==> src/rtl/fetch_controller.sv <==
// fetch_controller: single-line instruction fetch buffer between a core and
// a 64-bit line memory. One request in flight; hits answer one cycle after
// acceptance, misses fetch the whole line and then answer.
// Optional build macro: FETCH_PERF_CNT_EN enables saturating hit/miss
// counters; without it hit_count/miss_count are constant zero.
// Line bit numbering: the memory side numbers bit 0 as the MSB; here the
// line is held as [63:0], so byte k sits in bits [63-8k -: 8].

module fetch_controller #(
    parameter int TIMEOUT = 15
) (
    input  logic        clk,
    input  logic        reset,
    input  logic        req,
    input  logic [15:0] pc,
    input  logic        flush,
    output logic        ready,
    output logic [15:0] instr,
    output logic        instr_valid,
    output logic        fetch_err,
    output logic [15:0] mem_addr,
    output logic        mem_req,
    input  logic [63:0] mem_line,
    input  logic        mem_valid,
    output logic [15:0] hit_count,
    output logic [15:0] miss_count
);

    typedef enum logic [1:0] {
        S_IDLE = 2'd0,
        S_FILL = 2'd1,
        S_RESP = 2'd2,
        S_ERR  = 2'd3
    } state_t;

    // Last FILL cycle index; counter starts at 0 on FILL entry.
    localparam logic [7:0] TMO_LAST = 8'(TIMEOUT - 1);

    state_t      state_reg, state_next;
    logic [63:0] line_reg;
    logic [12:0] tag_reg;
    logic        line_valid_reg;
    logic [1:0]  word_sel_reg;   // latched pc[2:1]: the only request bits needed after acceptance
    logic [7:0]  tmo_cnt_reg;

    logic        accept;
    logic        hit;
    logic        mem_done;
    logic        timed_out;
    logic [15:0] line_words [4];

    // pc[0] selects a byte inside a 16-bit instruction and is not used.
    logic unused_pc_bit;
    assign unused_pc_bit = pc[0];

    assign accept    = ready & req & ~flush;
    assign hit       = line_valid_reg & (pc[15:3] == tag_reg);
    assign mem_done  = (state_reg == S_FILL) & mem_valid & ~flush;
    // mem_valid takes priority over an expiring counter.
    assign timed_out = (state_reg == S_FILL) & ~mem_valid & (tmo_cnt_reg == TMO_LAST);

    // Split the line into its four instruction words, word 0 = most significant.
    genvar gi;
    generate
        for (gi = 0; gi < 4; gi++) begin : g_words
            assign line_words[gi] = line_reg[63 - 16*gi -: 16];
        end
    endgenerate

    // State register.
    always_ff @(posedge clk or negedge reset) begin
        if (!reset) state_reg <= S_IDLE;
        else        state_reg <= state_next;
    end

    // Next-state logic; flush overrides everything.
    always_comb begin
        state_next = state_reg;
        if (flush) begin
            state_next = S_IDLE;
        end else begin
            case (state_reg)
                S_IDLE: if (accept) state_next = hit ? S_RESP : S_FILL;
                S_FILL: begin
                    if (mem_valid)      state_next = S_RESP;
                    else if (timed_out) state_next = S_ERR;
                end
                S_RESP:  state_next = S_IDLE;
                S_ERR:   state_next = S_IDLE;
                default: state_next = S_IDLE;
            endcase
        end
    end

    // Output decode from the current state.
    always_comb begin
        ready       = (state_reg == S_IDLE);
        mem_req     = (state_reg == S_FILL);
        mem_addr    = mem_req ? {tag_reg, 3'b000} : 16'h0000;
        fetch_err   = (state_reg == S_ERR);
        instr_valid = (state_reg == S_RESP) & ~flush;
        instr       = instr_valid ? line_words[word_sel_reg] : 16'h0000;
    end

    // Line buffer, tag, validity and request latch.
    always_ff @(posedge clk or negedge reset) begin
        if (!reset) begin
            line_reg       <= '0;
            tag_reg        <= '0;
            line_valid_reg <= 1'b0;
            word_sel_reg   <= '0;
        end else if (flush) begin
            line_valid_reg <= 1'b0;
        end else begin
            if (accept) begin
                word_sel_reg <= pc[2:1];
                if (!hit) begin
                    tag_reg        <= pc[15:3];
                    line_valid_reg <= 1'b0;
                end
            end
            if (mem_done) begin
                line_reg       <= mem_line;
                line_valid_reg <= 1'b1;
            end
            if (timed_out) line_valid_reg <= 1'b0;
        end
    end

    // FILL wait counter: held at zero outside FILL so every entry starts fresh.
    always_ff @(posedge clk or negedge reset) begin
        if (!reset)                   tmo_cnt_reg <= '0;
        else if (state_reg != S_FILL) tmo_cnt_reg <= '0;
        else                          tmo_cnt_reg <= tmo_cnt_reg + 8'd1;
    end

`ifdef FETCH_PERF_CNT_EN
    logic [15:0] hit_cnt_reg;
    logic [15:0] miss_cnt_reg;

    // Saturating hit/miss counters, cleared by reset or flush.
    always_ff @(posedge clk or negedge reset) begin
        if (!reset) begin
            hit_cnt_reg  <= '0;
            miss_cnt_reg <= '0;
        end else if (flush) begin
            hit_cnt_reg  <= '0;
            miss_cnt_reg <= '0;
        end else if (accept) begin
            if (hit) begin
                if (hit_cnt_reg != 16'hFFFF) hit_cnt_reg <= hit_cnt_reg + 16'd1;
            end else begin
                if (miss_cnt_reg != 16'hFFFF) miss_cnt_reg <= miss_cnt_reg + 16'd1;
            end
        end
    end

    assign hit_count  = hit_cnt_reg;
    assign miss_count = miss_cnt_reg;
`else
    assign hit_count  = 16'h0000;
    assign miss_count = 16'h0000;
`endif

endmodule

==> config.mk <==
export PLATFORM = sky130hd
export DESIGN_NAME = fetch_controller
export DESIGN_NICKNAME = d
export VERILOG_FILES = /design/src/rtl/fetch_controller.sv
export SDC_FILE = /design/constraint.sdc
export NUM_CORES = 1
export LEC_CHECK = 0
export BUFFER_PORTS_ARGS = -buffer_cell sky130_fd_sc_hd__buf_4
export CAP_MARGIN = 10
export CORE_MARGIN = 4
export CORE_UTILIZATION = 35
export CTS_CLUSTER_SIZE = 40
export DETAILED_ROUTE_END_ITERATION = 7
export PLACE_DENSITY = 0.61
export SYNTH_ARGS = -nofsm -noshare
export SYNTH_HDL_FRONTEND = slang
export SYNTH_SLANG_ARGS = --single-unit
==> constraint.sdc <==
create_clock -name clk -period 3.3 [get_ports clk]
set_clock_uncertainty 0.1 [all_clocks]
set_input_delay 0.66 -clock clk [delete_from_list [all_inputs] [get_ports clk]]
set_output_delay 0.66 -clock clk [all_outputs]
set_load 0.1 [all_outputs]
# == Word-level counts from Yosys, hierarchy flattened ==
# Index checks and enable logic that the tools add are counted.
# op_classes
addsub,1
order_cmp,1
n_eq_ne,9
mux,17
bitwise_logic,12
reduce_logical,8
# ops
op,count
2-to-1 mux 16 bit,4
binary-select mux 16 bit (select 2 bit),1
equality test 13 bit,1
2-to-1 mux 2 bit,5
"adder 8 x 1 -> 8 bit, second input constant",1
bitwise AND 1 bit,8
"equality test 8 x 4 -> 1 bit, second input constant",1
2-to-1 mux 8 bit,1
"inequality test 4 x 2 -> 1 bit, second input constant",2
AND reduction 2 bit,4
case mux 2 bit (3 select lines),1
2-to-1 mux 1 bit,5
"equality test 2 bit, second input constant",2
nonzero test 4 bit,1
">= comparator 3 bit, second input constant",1
"inequality test 3 x 2 -> 1 bit, second input constant",1
inverter 1 bit,3
inverter 2 -> 3 bit,1
AND reduction 3 bit,1
"equality test 2 x 1 -> 1 bit, second input constant",1
logical NOT 2 bit,1
"inequality test 2 x 1 -> 1 bit, second input constant",1
OR reduction 2 bit,1
# totals
register_bits,90

# == Longest topological paths before layout ==
# Gate-level depths: netlist of the first run.
# depth
depth_word,7
ltp_mapped,7
mapped_depth_nobuf,7

# == Worst setup path after synthesis of the first run ==
# OpenSTA, ideal clock, no wires.
# synth_timing
path_kind,reg2out
start,register state_reg[1]
end,output mem_addr[10]
arrival_time_ps,2512
slack_ps,28
path_stages_with_launch,5
path_buffers,1
path_cell_list,dfrtp_1 nand2b_1 inv_1 clkbuf_1 and2_1
# synth_between
elab_chain_cells,2
# synth_rtl
element,line_no,rtl
from (decl),39,"state_t state_reg, state_next;"
from (signal assigned),73,else state_reg <= state_next;
equality test 2 x 1 -> 1 bit,98,mem_req = (state_reg == S_FILL);
net mem_req,22,"output logic mem_req,"
2-to-1 mux 16 bit,99,"mem_addr = mem_req ? {tag_reg, 3'b000} : 16'h0000;"
to (decl),21,"output logic [15:0] mem_addr,"
# The timed path passes the listed nets, and every way through them passes these cells.

# == Worst setup path after layout of the first run ==
# layout_timing
start,register state_reg[0]
end,output mem_addr[6]
# layout_between
elab_chain_cells,2
# layout_rtl
element,line_no
equality test 2 x 1 -> 1 bit,98
2-to-1 mux 16 bit,99
# No other way between the ends.

==> results of run 1 <==
[metrics by stage]
step / hold slack, ps / cell area [sq um] / total power [uW]
after floorplan: 264 / 4630 / 2840
after global placement: 360 / 5460 / 3090
after detailed placement: 373 / 5460 / 3140
after CTS: 221 / 5730 / 4090
after global routing: 248 / 5730 / 4260
final: 208 / 5730 / 4030
[cells in the mapped netlist, types with 2 or more instances]
library cell,instances
mux2_2,69
buf_4,35
clkbuf_1,7
nor2_1,12
mux4_2,16
mux2_4,10
nand4_1,3
o21ai_0,2
xor2_1,4
inv_1,3
nand2_1,4
nor3_1,2
buf_2,8
ha_1,2
nand3_1,4
and3_1,18
and2_1,13
dfrtp_1,90
xnor2_1,15
[worst paths after layout]
check / from / to / slack, ps
min reg2reg: tmo_cnt_reg[0]$_DFF_PN0_ / tmo_cnt_reg[0]$_DFF_PN0_ / 380
max: state_reg[0]$_DFFE_PN0P_ / mem_addr[6] / 550
max reg2reg: state_reg[0]$_DFFE_PN0P_ / line_reg[10]$_DFFE_PN0P_ / 870
min: reset / line_reg[46]$_DFFE_PN0P_ / 210
max in group asynchronous: reset / tag_reg[1]$_DFFE_PN0P_ / 2140
min in group clk: tmo_cnt_reg[0]$_DFF_PN0_ / tmo_cnt_reg[0]$_DFF_PN0_ / 380
[power by group]
group          total, uW  switching, uW  internal (uW)
Clock                934            423            511
Combinational       1410            726            688
Sequential          1680            210           1470
Total               4030           1360           2670
[area by class of cell]
| type | instances | area share [%] |
|---|---|---|
| tap | 172 | 3.76 |
| clock inverter | 6 | 0.765 |
| clock buffer | 10 | 4.00 |
| sequential | 90 | 39.3 |
| timing repair buffer | 125 | 16.6 |
| multi-input combinational | 221 | 35.4 |
| inverter | 3 | 0.197 |
[cells by family (layout without fill, tap and decap cells)]
kind of cell | count (synthesis) | count (layout)
DFF | 90 | 90
AOI/OAI and AO/OA | 6 | 6
adders and majority gates | 2 | 2
xor gates and xnor gates | 19 | 19
muxes | 95 | 95
buffers and inverters | 54 | 144
and+or+nand+nor | 64 | 64
other | 1 | 35
[metal layers]
layer / track usage (%) / routed length, um / up-vias
li1: - / - / 1335
met1: 16.9 / 4060 / 1416
met2: 21.7 / 4630 / 113
met3: 5.36 / 999 / 12
met4: 5.11 / 129 / 0
met5: 0 / 0 / -
[placed cells by master, fill, tap and decap left out, drive strengths merged, types with 4 or more instances in the layout]
cell type  count
and2          15
and3          18
buf          125
clkbuf        10
clkinv         5
conb          35
dfrtp         90
mux2          79
mux4          16
nand2          4
nand3          4
nor2          13
xnor2         15
xor2           4
==> impl_metrics.yaml, run 1 <==
setup_path:
  crit_buf_inv: 2
  critical_path_class: "flip-flop to output pin"
  endpoint_kind: "output pin"
  required_ps: 2540
  r2r_cells: 6
  crit_cells: 4
  crit_arrival_ps: 1990
  critPathLaunchType: "flip-flop"
  max_stage_delay_ps: 460
  cp_max_fo: 15
  critPathSlowestCell: "dfrtp_1"
  worstPathCellList: "nand2b_1, inv_1, and2_1, buf_4"
  cp_top_family: "buffers and inverters"
floorplanning:
  start_util_pct: 35.7
  rows: 41
  die-area_sq_mm: 0.0148
  die_w_um: 121
  fp.coreArea_sq_mm: 0.0126
  fp.dieH_um: 121
  io_pins: 153
cts:
  root_buffer: "clkbuf_16"
  cts_hold_buf: 0
  cts_max_level: 3
  cts_setup_buffers: 0
  cts.sinks: 90
  path_clk_slew_ps: 60
  cts_tree: "yes"
  clock_latency_ps: 340
  ctsResizeCount: 0
  clock_path_buffers: 2
  cts_made_buffers: 9
synth:
  ys_top_cells_by_area: "dfrtp_1 50%, mux2_2 17%, mux4_2 8.0%"
  syn_area_per_cell_sq_um: 13.6
  synth_top_family_by_area: "multiplexers"
  synth-compound-area-share_pct: 0.833
  synth-edff-count: 0
  yosysTopAreaCellShare_pct: 50.0
  synthArstFlopShare_pct: 100
  yosys_register_bits: 90
  ys.flop_type: "dfrtp_1"
  ys_types: 33
  yosys_warnings: 0
  syn_inst: 331
  yosys.area_share.simple_pct: 8.28
  synthXorXnorAreaFrac_pct: 3.69
  netlist_area_sq_mm: 0.00451
  synth_mux_area_share_pct: 28.6
  seq_area_frac_synth_pct: 50.0
  synthAdderAreaFrac_pct: 0.555
  synth_top_area_cell: "dfrtp_1"
drt:
  route.detailed.drc: 0
  drtIter0Drc: 56
  ant_nets: 0
  via_count: 2876
  drt-total-wl_mm: 9.82
  viasPerCell: 4.59
  firstDrtPassIters: 4
  post_drt_wl_per_cell_um: 15.7
sta:
  min_period_ps: 2750
  tightest_slew_ps: 545
  worst_slack_ps: 551
  slew_violations: 0
  setup_viol: 0
  rsz0062_at_grt: "false"
  finalSetupTns_ps: 0
  max_slew_margin_pct: 63.6
  hold_viol: 0
  post-route-period-util_pct: 83.3
  fmaxAchievable_mhz: 364
min_path:
  hold_class: "input port to async pin"
layout:
  regArea_sq_mm: 0.00225
  n_fill_cell: 1167
  largest_reg_flops: 64
  drive_gt1_share_pct: 52.7
  antenna_cells: 0
  finish.net_count: 537
  instances_no_fill: 627
  fin_util_pct: 45.4
  multiInputGateArea_sq_mm: 0.00203
  syn2layout_area_growth_pct: 27.1
place:
  place_inst: 611
  pre_cts_ws_ps: 833
  place.gp.congestion: 0.748
  dp_hpwl_mm: 7.14
  portBuffers: 116
global_route:
  grt_start_max_net_pins: 65
  grt_pass1_vias: 3098
  grt_antenna_before_repair: 0
  grt.overflow.total: 0
  grt_use_total_pct: 13.7
  grt_pass1_wl_mm: 15.5
status:
  status: "complete, no violations"
flow_run:
  drv_cap: 0
power_and_ir_drop:
  p_per_area_mw_per_mm2: 704
  ir_worst_vdd_uv: 334
  p_leak_uw: 0.00269
(Power assumes the default switching activity.)
==> run 2: changes to the inputs <==
clock period = 2.7 ns   (was 3.3 ns; I/O delays follow)
==> impl_metrics.yaml, run 2 (synthesis results as in run 1) <==
drt:
  post_drt_wl_per_cell_um: 15.7
  via_count: 2886
  drtIter0Drc: 97
  firstDrtPassIters: 4
  drt-total-wl_mm: 9.82
  ant_nets: 0
  route.detailed.drc: 0
  viasPerCell: 4.61
setup_path:
  cpMostUsedCell: "buf_4"
  cp-startpoint: "state_reg[0]$_DFFE_PN0P_"
  critPathLaunchType: "flip-flop"
  crit_arrival_ps: 1870
  critPathSlowestCell: "dfrtp_1"
  critical_path_class: "flip-flop to output pin"
  worstPathCellList: "nand2b_1, inv_1, buf_4, and2_1, buf_4"
  cp-endpoint: "mem_addr[6]"
  endpoint_kind: "output pin"
  cp_max_fo: 14
  r2r_cells: 6
  reg2reg_from: "state_reg[0]$_DFFE_PN0P_"
  r2r_slack_ps: 430
  required_ps: 2060
  reg2reg_to: "line_reg[18]$_DFFE_PN0P_"
  max_stage_delay_ps: 460
layout:
  drive_gt1_share_pct: 52.9
  largest_reg_flops: 64
  final_area_sq_mm: 0.00576
  regArea_sq_mm: 0.00225
  final_cell_mix: "121 x buf_4, 90 x dfrtp_1, 69 x mux2_2, 35 x conb_1, 18 x and3_1"
  fin_util_pct: 45.7
  antenna_cells: 0
  multiInputGateArea_sq_mm: 0.00203
  syn2layout_area_growth_pct: 27.9
  instances_no_fill: 626
  finish.net_count: 536
  n_fill_cell: 1177
  final_common_cell: "buf_4"
global_route:
  grt_antenna_before_repair: 0
  met3_usage_pct: 5.59
  grt_use_total_pct: 13.7
  use_met2_pct: 20.7
  top_usage_layer: "met2"
  grt_start_max_net_pins: 57
  grt.overflow.total: 0
  grt_pass1_wl_mm: 15.7
  grt_pass1_vias: 3010
  grtUsageMet1_pct: 18.0
floorplanning:
  rows: 41
  die_w_um: 121
  start_util_pct: 35.7
  fp.dieH_um: 121
  die-area_sq_mm: 0.0148
  fp.coreArea_sq_mm: 0.0126
  io_pins: 153
cts:
  clock_latency_ps: 330
  ctsResizeCount: 0
  cts.sinks: 90
  cts_setup_buffers: 0
  cts_max_level: 3
  cts_made_buffers: 9
  cts_hold_buf: 0
  path_clk_slew_ps: 60
  root_buffer: "clkbuf_16"
  cts_tree: "yes"
  clock_path_buffers: 2
sta:
  hold_viol: 0
  setup_viol: 0
  tightest_slew_ps: 714
  min_period_ps: 2510
  post-route-period-util_pct: 93.0
  slew_violations: 0
  max_slew_margin_pct: 52.4
  finalSetupTns_ps: 0
  fmaxAchievable_mhz: 398
  rsz0062_at_grt: "false"
power_and_ir_drop:
  power_uw: 5000
  p_per_area_mw_per_mm2: 867
  p_leak_uw: 0.00270
  ir_worst_vdd_uv: 358
place:
  dp_hpwl_mm: 7.00
  portBuffers: 116
  place_inst: 610
  dpl_cell_area_sq_mm: 0.00547
  place.gp.congestion: 0.748
min_path:
  hold_class: "input port to async pin"
status:
  status: "complete, no violations"
flow_run:
  drv_cap: 0
-- run 2: cell types whose count changed in the layout (fill, tap and decap cells not counted) --
cell      change
clkbuf_1      -1
buf_12        +2
clkinv_2      -1
buf_4         -3
clkbuf_8      +2
-- run 2: critical path, delay by kind of cell (launching register included) --
family / cells / cell delay, ps
buffers and inverters: 3 / 630
flip-flops: 1 / 460
AND/OR/NAND/NOR: 2 / 440
-- run 2: worst min path at each step --
stage,startpoint,end,slack (ps),cells after the start
floorplan,reset,line_reg[0]$_DFFE_PN0P_,140,0
global placement,tmo_cnt_reg[0]$_DFF_PN0_,tmo_cnt_reg[0]$_DFF_PN0_,360,1
detailed placement,tmo_cnt_reg[0]$_DFF_PN0_,tmo_cnt_reg[0]$_DFF_PN0_,370,1
CTS,reset,line_reg[11]$_DFFE_PN0P_,170,1
global route,reset,line_reg[11]$_DFFE_PN0P_,210,1
finish,reset,line_reg[11]$_DFFE_PN0P_,150,1
-- run 2: power by group --
part | internal, uW | switching (uW) | total (uW)
registers | 1800 | 242 | 2040
logic | 852 | 908 | 1760
clock network | 677 | 520 | 1200
total | 3330 | 1670 | 5000
-- run 2: area by class of cell --
class / count / share of cell area (%)
clock buffer: 11 / 4.38
clock inverter: 5 / 0.673
inverter: 3 / 0.195
multi-input combinational: 221 / 35.1
sequential: 90 / 39.1
tap: 172 / 3.73
timing repair buffer: 124 / 16.8
-- run 2: per-stage QoR --
| step | hold slack, ps | setup WS (ps) |
|---|---|---|
| floorplan | 144 | 46.0 |
| global placement | 358 | 393 |
| detailed placement | 369 | 377 |
| CTS | 173 | 157 |
| global route | 215 | 57.4 |
| finish | 153 | 189 |
-- run 2: metal layers --
metal / routed length (um) / vias up
met1: 4260 / 1440
met3: 950 / 8
met4: 102 / 0
met2: 4510 / 109
li1: - / 1329
met5: 0 / -
==> run 3: changes to the inputs <==
MAX_ROUTING_LAYER = met4   (was default)
==> impl_metrics.yaml, run 3 (synthesis results as in run 1) <==
cts:
  cts_hold_buf: 0
  ctsResizeCount: 0
  cts_setup_buffers: 0
  path_clk_slew_ps: 60
  root_buffer: "clkbuf_16"
  cts_tree: "yes"
  clock_path_buffers: 2
  cts_max_level: 3
  cts.sinks: 90
  clock_latency_ps: 340
  cts_made_buffers: 9
setup_path:
  crit_buf_inv: 2
  endpoint_kind: "output pin"
  cp_top_family: "multiplexers"
  critical_path_class: "flip-flop to output pin"
  crit_arrival_ps: 1870
  cp_max_fo: 17
  required_ps: 2060
  crit_cells: 4
  max_stage_delay_ps: 510
  critPathLaunchType: "flip-flop"
  r2r_cells: 6
  cp-startpoint: "word_sel_reg[0]$_DFFE_PN0P_"
  worstPathCellList: "buf_12, mux4_2, and3_1, buf_4"
  critPathSlowestCell: "mux4_2"
  reg2reg_from: "state_reg[0]$_DFFE_PN0P_"
layout:
  fin_util_pct: 45.7
  multiInputGateArea_sq_mm: 0.00203
  drive_gt1_share_pct: 52.9
  n_fill_cell: 1177
  finish.net_count: 536
  antenna_cells: 0
  syn2layout_area_growth_pct: 27.9
  instances_no_fill: 626
  final_common_cell: "buf_4"
  largest_reg_flops: 64
  regArea_sq_mm: 0.00225
  final_cell_mix: "121 x buf_4, 90 x dfrtp_1, 69 x mux2_2, 35 x conb_1, 18 x and3_1"
drt:
  via_count: 2886
  viasPerCell: 4.61
  drtIter0Drc: 106
  ant_nets: 0
  drt-total-wl_mm: 9.80
  firstDrtPassIters: 4
  route.detailed.drc: 0
  post_drt_wl_per_cell_um: 15.7
global_route:
  grt_start_max_net_pins: 57
  grt_antenna_before_repair: 0
  grt.overflow.total: 0
  grt_pass1_wl_mm: 15.7
  grt_pass1_vias: 3017
  grt_use_total_pct: 14.1
sta:
  finalSetupTns_ps: 0
  tightest_slew_ps: 726
  post-route-period-util_pct: 93.0
  min_period_ps: 2510
  setup_viol: 0
  max_slew_margin_pct: 51.6
  hold_viol: 0
  fmaxAchievable_mhz: 398
  slew_violations: 0
  rsz0062_at_grt: "false"
floorplanning:
  die-area_sq_mm: 0.0148
  start_util_pct: 35.7
  rows: 41
  fp.dieH_um: 121
  fp.coreArea_sq_mm: 0.0126
  io_pins: 153
  die_w_um: 121
power_and_ir_drop:
  p_leak_uw: 0.00270
  power_uw: 5000
  ir_worst_vdd_uv: 360
  p_per_area_mw_per_mm2: 867
place:
  place.gp.congestion: 0.757
  place_inst: 610
  dp_hpwl_mm: 7.00
  portBuffers: 116
min_path:
  hold_class: "input port to async pin"
status:
  status: "complete, no violations"
flow_run:
  drv_cap: 0
-- run 3: worst paths after layout --
path,slack [ps],end
min in group clk,300,line_valid_reg$_DFFE_PN0P_
max in group asynchronous,1670,line_reg[50]$_DFFE_PN0P_
min,150,line_reg[11]$_DFFE_PN0P_
min reg2reg,380,tmo_cnt_reg[0]$_DFF_PN0_
max reg2reg,430,line_reg[18]$_DFFE_PN0P_
max,190,instr[0]
-- run 3: worst register-to-register path, cell delays in order (launching register included) --
cell	delay [ps]
dfrtp_1	460
nand2b_1	290
inv_1	160
nand2_1	110
nor2_4	280
buf_12	320
mux2_2	440
-- run 3: cell type report --
type                            instances  area share (%)
Clock buffer                           11            4.38
Clock inverter                          5           0.673
Inverter                                3           0.195
Multi-Input combinational cell        221            35.1
Sequential cell                        90            39.1
Tap cell                              172            3.73
Timing Repair Buffer                  124            16.8
-- run 3: report_power, final --
part,internal [uW],total [uW],leakage [uW],switching [uW]
logic,852,1760,0.00146,908
clock network,677,1200,0.000142,519
registers,1800,2040,0.00110,242
-- run 3: through the flow --
stage / setup slack, ps / hold slack (ps) / area [sq um]
4_1_cts: 157 / 173 / 5760
6_report: 190 / 154 / 5760
3_3_place_gp: 393 / 358 / 5470
5_1_grt: 57.3 / 205 / 5760
2_1_floorplan: 46.0 / 144 / 4630
3_5_place_dp: 377 / 369 / 5470
-- run 3: routing by layer --
layer | part of all wire (%) | up-vias | GRT usage (%)
li1 | - | 1329 | -
met1 | 45 | 1436 | 18.4
met2 | 46 | 112 | 20.7
met3 | 8.8 | 9 | 4.99
met4 | 1.1 | 0 | 4.20
met5 | 0 | - | -
